==> src/rtl/brick_wall_engine.sv <==
// Breakout playfield engine: bordered field, latched brick wall and a bouncing ball,
// advanced once per frame and rendered one pixel per clock with one cycle of latency.
module brick_wall_engine #(
    parameter int BRICK_COLS  = 5,
    parameter int BRICK_ROWS  = 2,
    parameter int BRICK_W     = 70,
    parameter int BRICK_H     = 10,
    parameter int BRICK_PITCH = 120,
    parameter int ROW_PITCH   = 16,
    parameter int WALL_X0     = 60,
    parameter int WALL_Y0     = 52,
    parameter int BALL_SIZE   = 10,
    parameter int SPEED       = 1,
    parameter int FIELD_L     = 52,
    parameter int FIELD_R     = 630,
    parameter int FIELD_T     = 43,
    parameter int FIELD_B     = 470,
    parameter int START_X     = 320,
    parameter int START_Y     = 400,
    parameter int BOTTOM_KILL = 0
) (
    input  logic       clock,
    input  logic       reset,
    input  logic [9:0] pixelX,
    input  logic [9:0] pixelY,
    input  logic       serve,
    output logic [3:0] objRed,
    output logic [3:0] objGreen,
    output logic [3:0] objBlue,
    output logic [5:0] bricks_left,
    output logic       hit_pulse,
    output logic       game_over
);

    localparam int NB = BRICK_ROWS * BRICK_COLS;

    localparam logic [1:0] S_IDLE = 2'd0;
    localparam logic [1:0] S_PLAY = 2'd1;
    localparam logic [1:0] S_WON  = 2'd2;
    localparam logic [1:0] S_LOST = 2'd3;

    localparam logic [10:0] FL   = 11'(FIELD_L);
    localparam logic [10:0] FR   = 11'(FIELD_R);
    localparam logic [10:0] FT   = 11'(FIELD_T);
    localparam logic [10:0] FB   = 11'(FIELD_B);
    localparam logic [10:0] SP   = 11'(SPEED);
    localparam logic [10:0] BS1  = 11'(BALL_SIZE - 1);
    localparam logic [10:0] BW1  = 11'(BRICK_W - 1);
    localparam logic [10:0] BH1  = 11'(BRICK_H - 1);
    localparam logic [10:0] BAND = 11'd10;
    localparam logic [9:0]  X0   = 10'(START_X);
    localparam logic [9:0]  Y0   = 10'(START_Y);
    localparam logic [5:0]  NB6  = 6'(NB);

    function automatic logic [10:0] brick_left_edge(input int col);
        return 11'(WALL_X0 + col * BRICK_PITCH);
    endfunction

    function automatic logic [10:0] brick_top_edge(input int row);
        return 11'(WALL_Y0 + row * ROW_PITCH);
    endfunction

    function automatic logic [11:0] row_colour(input int row);
        case (row % 4)
            0:       return 12'hDF4;
            1:       return 12'hD5C;
            2:       return 12'h591;
            default: return 12'h6D9;
        endcase
    endfunction

    logic [1:0]    state_q, state_d;
    logic [9:0]    ball_x_q, ball_x_d, ball_y_q, ball_y_d;
    logic          dx_q, dx_d, dy_q, dy_d;
    logic [NB-1:0] brick_q, brick_d;
    logic [5:0]    left_q, left_d;
    logic          hit_q, hit_d;
    logic          over_q, over_d;
    logic          serve_last_q, serve_last_d;
    logic [11:0]   rgb_q, rgb_d;

    logic          tick_s, kill_s, wall_x_s, wall_y_s, bottom_s, hit_any_s;
    logic [10:0]   pos_x_s, pos_y_s, cand_x_s, cand_y_s;
    logic [NB-1:0] overlap_s, hit_mask_s;
    logic [10:0]   px_s, py_s;
    logic          outer_s, inner_s, ball_pix_s, brick_pix_s, in_brick_s;
    logic [11:0]   brick_rgb_s;

    assign tick_s = (pixelY == 10'd481) && (pixelX == 10'd0);

    // Candidate move, wall contacts and the lowest-index live brick touched by the candidate ball.
    always_comb begin
        pos_x_s = {1'b0, ball_x_q};
        pos_y_s = {1'b0, ball_y_q};
        // Direction bits: 1 moves toward larger coordinates.
        if (dx_q) begin
            cand_x_s = pos_x_s + SP;
            wall_x_s = (cand_x_s + BS1 >= FR);
        end else begin
            cand_x_s = pos_x_s - SP;
            wall_x_s = (pos_x_s <= FL + SP);
        end
        if (dy_q) begin
            cand_y_s = pos_y_s + SP;
            bottom_s = (cand_y_s + BS1 >= FB);
            wall_y_s = bottom_s && (BOTTOM_KILL == 0);
        end else begin
            cand_y_s = pos_y_s - SP;
            bottom_s = 1'b0;
            wall_y_s = (pos_y_s <= FT + SP);
        end
        kill_s    = bottom_s && (BOTTOM_KILL != 0);
        overlap_s = '0;
        for (int r = 0; r < BRICK_ROWS; r++) begin
            for (int c = 0; c < BRICK_COLS; c++) begin
                overlap_s[r*BRICK_COLS + c] = brick_q[r*BRICK_COLS + c]
                    && (cand_x_s <= brick_left_edge(c) + BW1) && (cand_x_s + BS1 >= brick_left_edge(c))
                    && (cand_y_s <= brick_top_edge(r) + BH1)  && (cand_y_s + BS1 >= brick_top_edge(r));
            end
        end
        hit_mask_s = overlap_s & (~overlap_s + NB'(1));
        hit_any_s  = |overlap_s;
    end

    // Frame-rate game state: serve handling, ball motion, brick clearing and win/loss.
    always_comb begin
        state_d      = state_q;
        ball_x_d     = ball_x_q;
        ball_y_d     = ball_y_q;
        dx_d         = dx_q;
        dy_d         = dy_q;
        brick_d      = brick_q;
        left_d       = left_q;
        hit_d        = 1'b0;
        serve_last_d = tick_s ? serve : serve_last_q;
        if (!tick_s) begin
            state_d = state_q;
        end else if (serve && !serve_last_q && (state_q != S_PLAY)) begin
            // A fresh serve rebuilds the wall and recentres the ball on the way in and out of a game.
            ball_x_d = X0;
            ball_y_d = Y0;
            dx_d     = 1'b1;
            dy_d     = 1'b0;
            brick_d  = '1;
            left_d   = NB6;
            state_d  = (state_q == S_IDLE) ? S_PLAY : S_IDLE;
        end else if (state_q == S_PLAY) begin
            ball_x_d = wall_x_s ? ball_x_q : cand_x_s[9:0];
            ball_y_d = wall_y_s ? ball_y_q : cand_y_s[9:0];
            dx_d     = dx_q ^ wall_x_s;
            dy_d     = dy_q ^ wall_y_s ^ hit_any_s;
            brick_d  = brick_q & ~hit_mask_s;
            left_d   = left_q - {5'd0, hit_any_s};
            hit_d    = hit_any_s;
            if (hit_any_s && (left_q == 6'd1)) begin
                state_d = S_WON;
            end else if (kill_s) begin
                state_d = S_LOST;
            end else begin
                state_d = S_PLAY;
            end
        end else begin
            state_d = state_q;
        end
        over_d = (state_d == S_WON) || (state_d == S_LOST);
    end

    // Pixel colour for this cycle's scan position: border, then live bricks, then ball.
    always_comb begin
        px_s        = {1'b0, pixelX};
        py_s        = {1'b0, pixelY};
        outer_s     = (px_s >= FL - BAND) && (px_s <= FR + BAND) && (py_s >= FT - BAND) && (py_s <= FB + BAND);
        inner_s     = (px_s >= FL) && (px_s <= FR) && (py_s >= FT) && (py_s <= FB);
        ball_pix_s  = (px_s >= pos_x_s) && (px_s <= pos_x_s + BS1) && (py_s >= pos_y_s) && (py_s <= pos_y_s + BS1);
        brick_pix_s = 1'b0;
        brick_rgb_s = 12'h000;
        in_brick_s  = 1'b0;
        for (int r = 0; r < BRICK_ROWS; r++) begin
            for (int c = 0; c < BRICK_COLS; c++) begin
                in_brick_s  = brick_q[r*BRICK_COLS + c]
                    && (px_s >= brick_left_edge(c)) && (px_s <= brick_left_edge(c) + BW1)
                    && (py_s >= brick_top_edge(r))  && (py_s <= brick_top_edge(r) + BH1);
                brick_pix_s = brick_pix_s | in_brick_s;
                brick_rgb_s = brick_rgb_s | ({12{in_brick_s}} & row_colour(r));
            end
        end
        if (outer_s && !inner_s) begin
            rgb_d = 12'h0F0;
        end else if (brick_pix_s) begin
            rgb_d = brick_rgb_s;
        end else if (ball_pix_s) begin
            rgb_d = 12'hFF0;
        end else begin
            rgb_d = 12'h000;
        end
    end

    // State and output registers with synchronous active-low reset.
    always_ff @(posedge clock) begin
        if (!reset) begin
            state_q      <= S_IDLE;
            ball_x_q     <= X0;
            ball_y_q     <= Y0;
            dx_q         <= 1'b1;
            dy_q         <= 1'b0;
            brick_q      <= '1;
            left_q       <= NB6;
            hit_q        <= 1'b0;
            over_q       <= 1'b0;
            serve_last_q <= 1'b0;
            rgb_q        <= 12'h000;
        end else begin
            state_q      <= state_d;
            ball_x_q     <= ball_x_d;
            ball_y_q     <= ball_y_d;
            dx_q         <= dx_d;
            dy_q         <= dy_d;
            brick_q      <= brick_d;
            left_q       <= left_d;
            hit_q        <= hit_d;
            over_q       <= over_d;
            serve_last_q <= serve_last_d;
            rgb_q        <= rgb_d;
        end
    end

    assign objRed      = rgb_q[11:8];
    assign objGreen    = rgb_q[7:4];
    assign objBlue     = rgb_q[3:0];
    assign bricks_left = left_q;
    assign hit_pulse   = hit_q;
    assign game_over   = over_q;

endmodule
==> config.mk <==
export PLATFORM = sky130hd
export DESIGN_NAME = brick_wall_engine
export DESIGN_NICKNAME = d
export VERILOG_FILES = /design/src/rtl/brick_wall_engine.sv
export SDC_FILE = /design/constraint.sdc
export NUM_CORES = 1
export LEC_CHECK = 0
export CELL_PAD_IN_SITES_DETAIL_PLACEMENT = 1
export CELL_PAD_IN_SITES_GLOBAL_PLACEMENT = 2
export CORE_MARGIN = 3
export CORE_UTILIZATION = 24
export DETAILED_ROUTE_END_ITERATION = 10
export PLACE_DENSITY_LB_ADDON = 0.1
export SYNTH_ARGS = -nofsm -noshare
export SYNTH_HDL_FRONTEND = slang
export SYNTH_SLANG_ARGS = --single-unit
==> constraint.sdc <==
create_clock -name clock -period 11.2 [get_ports clock]
set_clock_uncertainty 0.2 [all_clocks]
set_input_delay 1.68 -clock clock [delete_from_list [all_inputs] [get_ports clock]]
set_output_delay 1.68 -clock clock [all_outputs]
set_load 0.01 [all_outputs]
# Yosys cells after proc, flatten, opt, wreduce, memory -nomap -nowiden

Cells that the tools add are included.
Widths: inputs -> output; s select.

Memories: 0
Register bits: 55
Latch bits: 0
Input port bits: 23
Output and inout bits: 20
Word-level logic and storage cells: 236
Bits in writable memories: 0
ROM bits: 0

Magnitude comparators: 44
Reductions and logical operators: 106
Multiply operators: 0
Bitwise gates (word level): 28
Eq/ne operators: 8
Shifts and indexed selects: 0
Div/mod/pow operators: 0
Multiplexer cells: 26
Add/subtract/negate cells: 12

Operator list:

| cell                  | count |
|---|---|
| $or 12x12->12         | 9 |
| $logic_and 1x1->1     | 94 |
| $mux 10               | 8 |
| $ge 10x6->1 const B   | 6 |
| $add 11x4->11 const B | 4 |
| $le 10x9->1 const B   | 4 |
| $ge 11x9->1 const B   | 3 |
| $le 10x10->1 const B  | 3 |
| $le 10x6->1 const B   | 3 |
| $mux 12               | 2 |
| $add 10x1->11 const B | 2 |
| $add 10x4->11 const B | 2 |
| $ge 11x10->1 const B  | 2 |
| $ge 11x6->1 const B   | 2 |
| $le 10x11->1          | 2 |
| $le 11x8->1 const B   | 2 |
| $le 11x9->1 const B   | 2 |
| $mux 11               | 2 |
| $sub 10x1->11 const B | 2 |
| $and 10x10->10        | 2 |
| $ge 10x10->1          | 2 |
| $ge 10x9->1 const B   | 2 |
| $le 10x8->1 const B   | 2 |
| $not 10->10           | 2 |
| other kinds (33)      | 60 |

# Longest topological paths before layout

Gate-level depths: netlist of the first run.

Depth after elaboration: 16
Mapped depth: 23
Gate-level depth less buffers: 22

# Least setup slack after synthesis of the first run

No wires, ideal clock.

Path kind: flip-flop to flip-flop
From: register ball_x_q[0]
To: register left_q[4], in the netlist bricks_left[4]
Clock period less this slack: 5.291 ns
Slack: 5.909 ns
Cell stages (with the launch flop): 24
Buffers on the path: 1
Data required time: 10.881 ns
Arrival time: 4.972 ns
Library setup time: 0.119 ns
Cells stage by stage: dfxtp_1 > clkbuf_1 > inv_1 > ha_1 > xor2_1 > inv_1 > ha_1 > nand2b_1 > mux2_2 > a21boi_1 > nor2_1 > a2111oi_2 > nor2_1 > o31a_1 > a222oi_1 > a31oi_1 > nor4_4 > inv_1 > ha_1 > ha_1 > nand2_1 > nor3_1 > xnor2_1 > nor2_1

Longest elaborated chain between the ends: 11
Elaborated cells between the ends (all ways): 58
Those cells by class: add/sub: 4; order compare: 10; mux: 3; reduce/logical: 41

RTL lines:

| what                                                  | RTL line | source |
|---|---|---|
| from (decl)                                           | 73       | `logic [9:0] ball_x_q, ball_x_d, ball_y_q, ball_y_d;` |
| from (signal assigned)                                | 214      | `ball_x_q <= ball_x_d;` |
| $sub 10x1->11 / $add 10x1->11 (equally long branches) | 100, 97  |  |
| $mux 11 *                                             | 96       | `if (dx_q) begin` |
| $add 11x4->11, or another cell as far along           | 117      | `&& (cand_x_s <= brick_left_edge(c) + BW1) && (cand_x_s + BS1 >= brick_left_edge(c))` |
| $ge 11x6->1, or another cell as far along             | 117      |  |
| $logic_and 1x1->1                                     | 117      |  |
| $logic_and 1x1->1 (2 in a row)                        | 118      | `&& (cand_y_s <= brick_top_edge(r) + BH1) && (cand_y_s + BS1 >= brick_top_edge(r));` |
| $reduce_or 10->1 *                                    | 122      | `hit_any_s = \|overlap_s;` |
| via hit_any_s                                         | 82       | `logic tick_s, kill_s, wall_x_s, wall_y_s, bottom_s, hit_any_s;` |
| $sub 6x1->6 *                                         | 153      | `left_d = left_q - {5'd0, hit_any_s};` |
| $mux 6 *                                              | 147      | `end else if (state_q == S_PLAY) begin` |
| $mux 6 *                                              | 138      | `end else if (serve && !serve_last_q && (state_q != S_PLAY)) begin` |
| to (signal assigned)                                  | 219      | `left_q <= left_d;` |
| to (decl)                                             | 76       | `logic [5:0] left_q, left_d;` |

Mark *: on every way through the listed nets, which the timed path passes. The rest lies on a longest branch. The select of a mux whose other input is x is not followed.
A chain may end at the register's enable or synchronous reset.

# Worst setup path in the final report of the first run

Same ends and word-level chain as after synthesis.

==> impl_results.md, run 1 <==
* Status: completed
* Critical R2R Launch: ball_x_q[0]
* Die area at 28000 um^2
* Initial DRC Count at 290
* # fillers at 3123
* Crit end category: register
* Starting Density at 24.6%
* Largest net degree at the start of global routing at 34
* TNS Setup at 0 ns
* # diodes at 0
* Max Clk Rate at 162 MHz
* Clk root buf: clkbuf_16
* Post-route ant nets at 0
* M3 GR Usage at 2.05%
* EDFF count, synth at 0
* Sequential area share after synthesis at 15.7%
* Initial antenna violation count at 0
* Post-synthesis average cell area at 7.25 um^2
* Clock Path Buffers at 2
* Period minus WS final at 6.19 ns
* Crit path max-delay cell type: dfxtp_1
* CTS Buf Count at 5
* Max Slew Vio Count at 0
* CP Launch Type: register
* Final Hold Viols at 0
* Critical path, cell by cell: inv_1, ha_1, xor2_1, inv_1, ha_1, nand2_1, mux2_2, a21boi_1, nor2_1, a2111oi_2, nor2_1, o31a_1, a222oi_1, a31oi_1, nor4_4, inv_1, ha_1, ha_1, nand2_1, nor3_1, xnor2_1, nor2_1
* Final setup vio count at 0
* Clock-pin slew on the worst setup and hold paths at 0.08 ns
* Area of the multi-input gates at 4890 um^2
* DP HPWL at 19500 um
* Seq. cell area at 981 um^2
* Unrepaired setup endpoints after global routing: no
* Routed len/inst at 20.6 um
* Crit. Startpoint: ball_x_q[0]
* Synth Cell Area at 6240 um^2
* Worst r2r path cells at 22
* Most used cell, CP: ha_1
* Post-synth top area share at 15.7%
* Slew @ Worst Pin at 1.20 ns
* Total Nets Final at 946
* First-pass GRT wire length at 38900 um
* Final setup margin at 5.01 ns
* IO Port Bufs at 40
* CP Class: reg -> reg
* CP max FO at 18
* Cell Pwr Density at 59.3 nW/um^2
* Worst EP arrival at 6.18 ns
* Chip width at 167 um
* Hold-fix buffers at CTS at 0
* Total global routing overflow at 0
* Max Cap Violations at 0
* Hold Crit Depth at 2
* FP Rows at 58
* DRC viols at 0
* Met1 GRT Util at 21.8%
* Synth Instances at 861
* WP data required at 11.19 ns
* Warnings from Yosys at 0
* Final Routed Wirelength at 24700 um
* GRT Total Usage at 17.1%
* Flops & latches, synth at 49
* Fin crit share at 55.2%
* Via density per instance at 5.52
* HP Class: reg -> reg
* Worst path max stage delay at 0.70 ns
* Core Area at 25400 um^2
* Routability cong. at 0.837
* Asr flop ratio synth at 0%
* Top cells by area, synth: dfxtp_1 16%, ha_1 11%, xnor2_1 6.6%
* CP Buf/Inv Count at 3
* Worst skew pair latency at 0.30 ns
* Final Power at 418 uW
* H-tree depth at 2
* CP top delay family: compound AO/OA/AOI/OAI gates
* Layout cells sized above 1 at 4.03%
* Postcts setup bufs at 0
* Number of global-route vias before repair at 6804
* Peak VDD IR at 0.0000478 V
* Die Ht at 167 um
* I/O pin cnt at 43
* Met2 Use GR at 30.7%
* Synth-to-Final Area Change at 13.1%
* Busiest layer in global routing: met2
* Synth cell count leaders: 76 x nand2_1, 76 x nor2_1, 57 x o21ai_0
* Yosys cell types at 86
* Lkg Pwr at 0.00238 uW
* Relative slew slack at 19.7%
* Worst Hold Launch: brick_q[7]
* DR vias at 6609
* Post-CTS resize count at 0
* Main synth FF type: dfxtp_1
* TritonRoute pass-1 iters at 5
* Synth area leader: dfxtp_1
* CTS tree: done
* Reg-to-reg setup timing slack at 5.01 ns
* Worst slack, placed at 5.03 ns
* Reg2reg end: bricks_left[4]
* # clock sinks at 49
* Endpoint, Worst Hold: brick_q[7]
layout by cell type (no fill, tap or decap), types with 20 or more instances in the layout:
master	Yosys	final
a21oi_1	36	36
dfxtp_1	49	49
nand4_1	20	20
nand2_1	76	76
ha_1	56	56
o21ai_0	57	57
inv_1	35	35
xnor2_1	47	47
nand3_1	35	35
nor3_1	35	35
nor2_1	76	76
clkdlybuf4s50_1	0	40
o21a_1	27	27
worst max-delay path by stage:
stage / end / slack [ns] / depth (start not counted)
2_1_floorplan: bricks_left[4] / 5.91 / 23
3_3_place_gp: bricks_left[4] / 5.22 / 19
3_5_place_dp: bricks_left[4] / 5.03 / 19
4_1_cts: bricks_left[4] / 4.98 / 19
5_1_grt: bricks_left[4] / 4.48 / 22
6_report: bricks_left[4] / 5.01 / 22
metal layers:
| layer | part of all wire [%] | vias up |
|---|---|---|
| met2 | 50 | 97 |
| met5 | 0 | - |
| met4 | 1.9 | 0 |
| met3 | 2.6 | 26 |
| met1 | 45 | 3258 |
| li1 | - | 3228 |
cells by family after synthesis:
logic type	after synthesis	synth area share [%]
DFF	49	15.7
other	1	0.0601
adders and majority gates	56	11.2
xor gates and xnor gates	55	7.84
AOI/OAI and AO/OA	261	29.6
buffers and inverters	88	5.93
muxes	7	1.16
and+or+nand+nor	344	28.5
worst reg2reg max path, cell delays in order (launching register included):
cell       delay, ns
dfxtp_1         0.70
inv_1           0.32
ha_1            0.49
xor2_1          0.26
inv_1           0.12
ha_1            0.31
nand2_1         0.10
mux2_2          0.19
a21boi_1        0.34
nor2_1          0.16
a2111oi_2       0.43
nor2_1          0.08
o31a_1          0.39
a222oi_1        0.36
a31oi_1         0.23
nor4_4          0.52
inv_1           0.12
ha_1            0.21
ha_1            0.18
nand2_1         0.09
nor3_1          0.07
xnor2_1         0.14
nor2_1          0.06
where the power goes:
part,total (uW),leakage [uW],internal [uW],switching [uW]
registers,176,0.000396,175,0.938
logic,55.5,0.00190,24.5,31.0
clock network,187,0.0000819,107,79.9
layout make-up:
class | instances | share of cell area [%]
clock inverter | 3 | 0.691
sequential | 49 | 13.9
clock buffer | 5 | 1.77
timing repair buffer | 47 | 6.41
multi-input combinational | 725 | 69.3
tap | 330 | 5.85
inverter | 39 | 2.07
metrics by stage:
stage	hold WS (ns)	instance area, um^2	util [%]	cells
2_1_floorplan	0.242	6250	-	862
3_3_place_gp	0.277	6890	27.1	1190
5_1_grt	0.319	7060	27.8	1198
3_5_place_dp	0.291	6890	27.1	1190
4_1_cts	0.302	7060	27.8	1198
6_report	0.301	7060	27.8	1198
registers in the layout, summed over array words and instances, names as in the netlist, 2 cells and up:
| name | flops |
|---|---|
| ball_y_q | 10 |
| rgb_q | 6 |
| brick_q | 10 |
| bricks_left | 6 |
| ball_x_q | 10 |
| state_q | 2 |
Note: power is estimated with default switching activity, not from simulation.
==> run 2: changes to the inputs <==
- clock period: 11.2 -> 5.85 ns (I/O delays scaled with it)
==> run 2 against run 1 <==
  * Register-to-register slack got worse by 4.6 ns
  * Die area unchanged
  * Sequential cell count unchanged
  * Critical path depth up 1
  * Critical endpoint unchanged
==> impl_results.md, run 2 (synthesis gave the netlist of run 1 again) <==
* Worst path max stage delay at 0.47 ns (-0.23 ns)
* Worst EP arrival at 5.43 ns (-0.75 ns)
* H-tree depth at 2 (unchanged)
* # fillers at 3158 (+1.1%)
* CP max FO at 9 (-9)
* Clock Path Buffers at 2 (unchanged)
* GRT Total Usage at 17.4% (+0.39 points)
* Crit. Startpoint: ball_x_q[1]
* DR vias at 6670 (+0.92%)
* Status: completed
* Top Registers: ball_x_q: 10 flops, ball_y_q: 10 flops, brick_q: 10 flops
* First-pass GRT wire length at 39600 um (+1.7%)
* Clk pwr share at 41.1% (-3.6 points)
* Cell Pwr Density at 105 nW/um^2 (+78%)
* WP data required at 5.84 ns (-5.35 ns)
* Max Clk Rate at 184 MHz (+14%)
* Comb power frac at 14.1% (+0.8 points)
* HP Class: reg -> reg
* Via density per instance at 5.51 (-0.16%)
* Worst Hold Launch: brick_q[7]
* Final instance area at 7150 um^2 (+1.2%)
* Post-route ant nets at 0 (unchanged)
* Critical R2R Launch: ball_x_q[1]
* I/O pin cnt at 43 (unchanged)
* IO Port Bufs at 40 (unchanged)
* Synth-to-Final Area Change at 14.5%
* Clk root buf: clkbuf_16
* TNS Setup at 0 ns (unchanged)
* Largest net degree at the start of global routing at 24 (-29%)
* Die area at 28000 um^2 (unchanged)
* Final setup vio count at 0 (unchanged)
* Slew @ Worst Pin at 1.15 ns (-0.0424 ns)
* Sw Pwr at 209 uW (+87%)
* CTS tree: done
* FP Rows at 58 (unchanged)
* CTS Buf Count at 5 (unchanged)
* Initial antenna violation count at 0 (unchanged)
* Max Cap Violations at 0 (unchanged)
* Fin crit share at 93.1% (+38 points)
* Layout cells sized above 1 at 5.79% (+1.8 points)
* Routability cong. at 0.851 (+1.8%)
* # clock sinks at 49 (unchanged)
* Relative slew slack at 22.5% (+2.8 points)
* CP Buf/Inv Count at 4 (+1)
* Most frequent cells in the layout: 76 x nand2_1, 76 x nor2_1, 57 x o21ai_0, 56 x ha_1, 48 x dfxtp_1
* DRC viols at 0 (unchanged)
* Final Routed Wirelength at 25100 um (+1.6%)
* CP Launch Type: register
* Die Ht at 167 um (unchanged)
* Critical path, cell by cell: inv_1, ha_1, xor2_1, inv_1, ha_1, nand2_1, mux2_2, a21boi_2, nor2_1, a2111oi_2, nor2_1, o31a_1, a222oi_1, a31oi_1, nor4_4, buf_4, inv_1, ha_1, ha_1, nand2_1, nor3_1, xnor2_1, nor2_1
* Finished Layout Cells at 1211 (+1.1%)
* Unrepaired setup endpoints after global routing: no
* Fraction of power spent switching nets at 27.8% (+1.0 points)
* Final Hold Viols at 0 (unchanged)
* Placed instance area at 6990 um^2 (+1.4%)
* Internal Power at 544 uW (+77%)
* # diodes at 0 (unchanged)
* Inst Count DP at 1203 (+1.1%)
* Crit end category: register
* Crit path max-delay cell type: a2111oi_2
* TritonRoute pass-1 iters at 7 (+2)
* Most used cell, CP: ha_1
* Total Nets Final at 959 (+1.4%)
* Initial DRC Count at 324 (+12%)
* Peak VDD IR at 0.0000911 V (+90%)
* CP top delay family: compound AO/OA/AOI/OAI gates
* Worst skew pair latency at 0.30 ns (about the same)
* Sequential share of power at 44.7% (+2.7 points)
* Routed len/inst at 20.7 um (+0.51%)
* Clock-pin slew on the worst setup and hold paths at 0.08 ns (about the same)
* Core Area at 25400 um^2 (unchanged)
* Period minus WS final at 5.45 ns (-0.739 ns)
* CP Class: reg -> reg
* Starting Density at 24.6% (unchanged)
* Max Slew Vio Count at 0 (unchanged)
* DP HPWL at 20300 um (+4.2%)
* Lkg Pwr at 0.00243 uW (+2.3%)
* Number of global-route vias before repair at 6818 (+0.21%)
* Chip width at 167 um (unchanged)
* Total global routing overflow at 0 (unchanged)
[run 2: cell count changes in the layout (fill, tap and decap cells not counted), sizes merged]
| cell | before | now |
|---|---|---|
| buf | 7 | 20 |
| clkinvlp | 1 | 2 |
| bufinv | 1 | 0 |
[run 2: through the flow]
stage | hold slack (ns) | util [%] | total power, uW | setup WS (ns)
2_1_floorplan | 0.242 | - | 402 | 0.559
3_3_place_gp | 0.282 | 27.5 | 450 | 0.413
3_5_place_dp | 0.292 | 27.5 | 452 | 0.211
4_1_cts | 0.306 | 28.1 | 769 | 0.181
5_1_grt | 0.330 | 28.1 | 794 | 0.0173
6_report | 0.302 | 28.1 | 752 | 0.403
[run 2: layout make-up]
cell class	count	area, um^2	share of cell area, %
tap	330	413	5.78
clock inverter	3	26.3	0.368
multi-input combinational	725	4900	68.6
clock buffer	5	125	1.75
timing repair buffer	60	551	7.70
inverter	39	146	2.05
sequential	49	982	13.7
[run 2: per-layer routing]
| layer | global-route usage, % | part of all wire (%) |
|---|---|---|
| met5 | 0 | 0 |
| met4 | 4.87 | 2.5 |
| met3 | 2.03 | 2.0 |
| met2 | 31.5 | 50 |
| met1 | 21.9 | 45 |
[run 2: timing repair]
item	CTS	global route
buffers inserted	0	0
setup endpoints to repair	0	5
hold buffers	0	0
gates resized for setup	0	3
[run 2: worst paths after layout]
kind | to | slack (ns) | cells after the start
hold / removal | brick_q[7] | 0.30 | 2
setup reg to reg | bricks_left[4] | 0.40 | 23
hold reg to reg | brick_q[7] | 0.30 | 2
setup / recovery | bricks_left[4] | 0.40 | 23
[run 2: worst register-to-register path, cell delays in order, from the launching register on]
cell and delay (ns):
dfxtp_2 0.41, inv_1 0.13, ha_1 0.43, xor2_1 0.27, inv_1 0.13, ha_1 0.31
nand2_1 0.10, mux2_2 0.19, a21boi_2 0.23, nor2_1 0.13, a2111oi_2 0.47, nor2_1 0.07
o31a_1 0.39, a222oi_1 0.37, a31oi_1 0.23, nor4_4 0.31, buf_4 0.19, inv_1 0.06
ha_1 0.18, ha_1 0.17, nand2_1 0.08, nor3_1 0.06, xnor2_1 0.15, nor2_1 0.06
[run 2: power by group through the flow]
stage               sequential, uW  combinational [uW]  clock [uW]
finish                         337                 106         310
global route                   337                 119         339
CTS                            336                 108         325
detailed placement             344                 107           0
global placement               344                 105           0
floorplan                      344                57.8           0
==> run 3: changes to the inputs <==
- SKIP_LAST_GASP: not set -> 1
- clock period: 5.85 -> 5.35 ns (I/O delays scaled with it)
==> run 3 against run 2 <==
  * Power up 16%
  * Combinational power increased by 9%
  * Hold slack got worse by 0.019 ns
  * Via count is 1.9% higher
  * Fmax rose by 10%
  * Sequential share of layout area shrank 0.33 points
  * Design area up 2.5%
==> impl_results.md, run 3 (synthesis gave the netlist of run 1 again) <==
* Status: completed
* Routability cong. at 0.832 (-2.2%)
* Max Cap Violations at 0 (unchanged)
* HP Class: reg -> reg
* Routed len/inst at 20.0 um (-3.7%)
* Worst slack, placed at 0.165 ns (-0.0457 ns)
* CP Buf/Inv Count at 3 (-1)
* Peak VDD IR at 0.000155 V (+71%)
* CTS tree: done
* Largest net degree at the start of global routing at 34 (+42%)
* CP max FO at 9 (unchanged)
* Post-route ant nets at 0 (unchanged)
* # clock sinks at 49 (unchanged)
* Postcts setup bufs at 0 (unchanged)
* Clock-pin slew on the worst setup and hold paths at 0.08 ns (about the same)
* Top Registers: ball_x_q: 10 flops, ball_y_q: 10 flops, brick_q: 10 flops
* Unrepaired setup endpoints after global routing: no
* Slew @ Worst Pin at 0.895 ns (-0.259 ns)
* TritonRoute pass-1 iters at 5 (-2)
* CP top delay family: compound AO/OA/AOI/OAI gates
* CP Launch Type: register
* WP data required at 5.35 ns (-0.49 ns)
* # diodes at 0 (unchanged)
* CTS Buf Count at 5 (unchanged)
* Cell Pwr Density at 120 nW/um^2 (+14%)
* Chip width at 167 um (unchanged)
* Seq. cell area at 982 um^2 (unchanged)
* I/O pin cnt at 43 (unchanged)
* Total Nets Final at 976 (+1.8%)
* Top sig layer: met4
* Period minus WS final at 4.95 ns (-0.500 ns)
* IO Port Bufs at 40 (unchanged)
* GRT Total Usage at 17.1% (-0.40 points)
* Max Clk Rate at 202 MHz (+10%)
* Crit path max-delay cell type: a2111oi_2
* Worst EP arrival at 4.94 ns (-0.49 ns)
* Starting Density at 24.6% (unchanged)
* Core Area at 25400 um^2 (unchanged)
* Fin crit share at 92.5% (-0.65 points)
* FP Rows at 58 (unchanged)
* Final Routed Wirelength at 24500 um (-2.3%)
* Initial DRC Count at 398 (+23%)
* Routed wl met3 at 584 um (+15%)
* Layout cells sized above 1 at 8.13% (+2.3 points)
* Die area at 28000 um^2 (unchanged)
* Final setup vio count at 0 (unchanged)
* CP Class: reg -> reg
* Crit end category: register
* Clk root buf: clkbuf_16
* First-pass GRT wire length at 39100 um (-1.2%)
* Clock Path Buffers at 2 (unchanged)
* H-tree depth at 2 (unchanged)
* Number of global-route vias before repair at 6931 (+1.7%)
* Synth-to-Final Area Change at 17.3%
* DP HPWL at 19800 um (-2.1%)
* Max Slew Vio Count at 0 (unchanged)
* Relative slew slack at 39.9% (+17 points)
* Initial antenna violation count at 0 (unchanged)
* Worst skew pair latency at 0.31 ns (about the same)
* Total global routing overflow at 0 (unchanged)
* Final setup margin at 0.403 ns (+0.000281 ns)
* Worst path max stage delay at 0.44 ns (-0.03 ns)
* DRC viols at 0 (unchanged)
* Area of the multi-input gates at 4930 um^2 (+0.56%)
* Final Hold Viols at 0 (unchanged)
* M1 WL at 10900 um (-3.8%)
* Final Power at 876 uW (+16%)
* # fillers at 3111 (-1.5%)
* Hold slack at 0.283 ns (-0.0193 ns)
* Most frequent cells in the layout: 76 x nand2_1, 76 x nor2_1, 57 x o21ai_0, 55 x ha_1, 48 x dfxtp_1
* TNS Setup at 0 ns (unchanged)
* Routed wl met2 at 12600 um (+0.14%)
* Die Ht at 167 um (unchanged)
* Critical path, cell by cell: inv_1, ha_2, xor2_1, inv_1, ha_1, nand2_1, mux2_2, a21boi_2, nor2_1, a2111oi_2, nor2_1, o31a_1, a222oi_1, a31oi_2, nor4_4, inv_1, ha_1, ha_1, nand2_1, nor3_1, xnor2_1, nor2_1
* DR vias at 6795 (+1.9%)
* Lkg Pwr at 0.00253 uW (+4.0%)
* Via density per instance at 5.53 (+0.46%)
-- run 3: changes by cell type in the layout (fill, tap and decap cells not counted), sizes merged --
cell	change
buf	+17
bufinv	+1
clkinvlp	-1
-- run 3: worst min-delay path, cell delays in order, from the launching register on --
cell and delay, ns:
dfxtp_1 0.33, nand2_1 0.05, a21boi_0 0.06
-- run 3: power breakdown --
group          switching, uW  leakage [uW]  internal, uW
clock network            168     0.0000819           225
registers               1.72      0.000396           366
logic                   64.6       0.00205          51.5
total                    234       0.00253           642
-- run 3: routing by layer --
metal  vias up  track usage [%]
met2       103             31.6
met5         -                0
met1      3376             21.2
li1       3286                -
met4         0             3.74
met3        30             1.98
-- run 3: cell type report --
cell class | count | area share [%]
multi-input cells | 725 | 67.3
flip-flops and latches | 49 | 13.4
repair buffers | 77 | 9.26
well taps | 330 | 5.64
inverters | 39 | 2.00
clock buffers | 5 | 1.71
clock inverters | 3 | 0.666
-- run 3: through the flow --
step | util [%] | instances | area (um^2)
floorplan | - | 862 | 6250
global placement | 28.0 | 1220 | 7110
detailed placement | 28.0 | 1220 | 7110
CTS | 28.7 | 1228 | 7290
global route | 28.8 | 1228 | 7320
finish | 28.8 | 1228 | 7320
-- run 3: what timing repair did --
action,4_1_cts,5_1_grt
resized for setup,0,8
setup endpoints to repair,0,5
hold buffers,0,0
-- run 3: worst paths after layout --
path / start / slack (ns) / endpoint / cells past startpoint
min reg2reg: ball_x_q[9] / 0.28 / ball_x_q[9] / 2
max reg2reg: ball_x_q[1] / 0.40 / bricks_left[4] / 22
max: ball_x_q[1] / 0.40 / bricks_left[4] / 22
min: ball_x_q[9] / 0.28 / ball_x_q[9] / 2
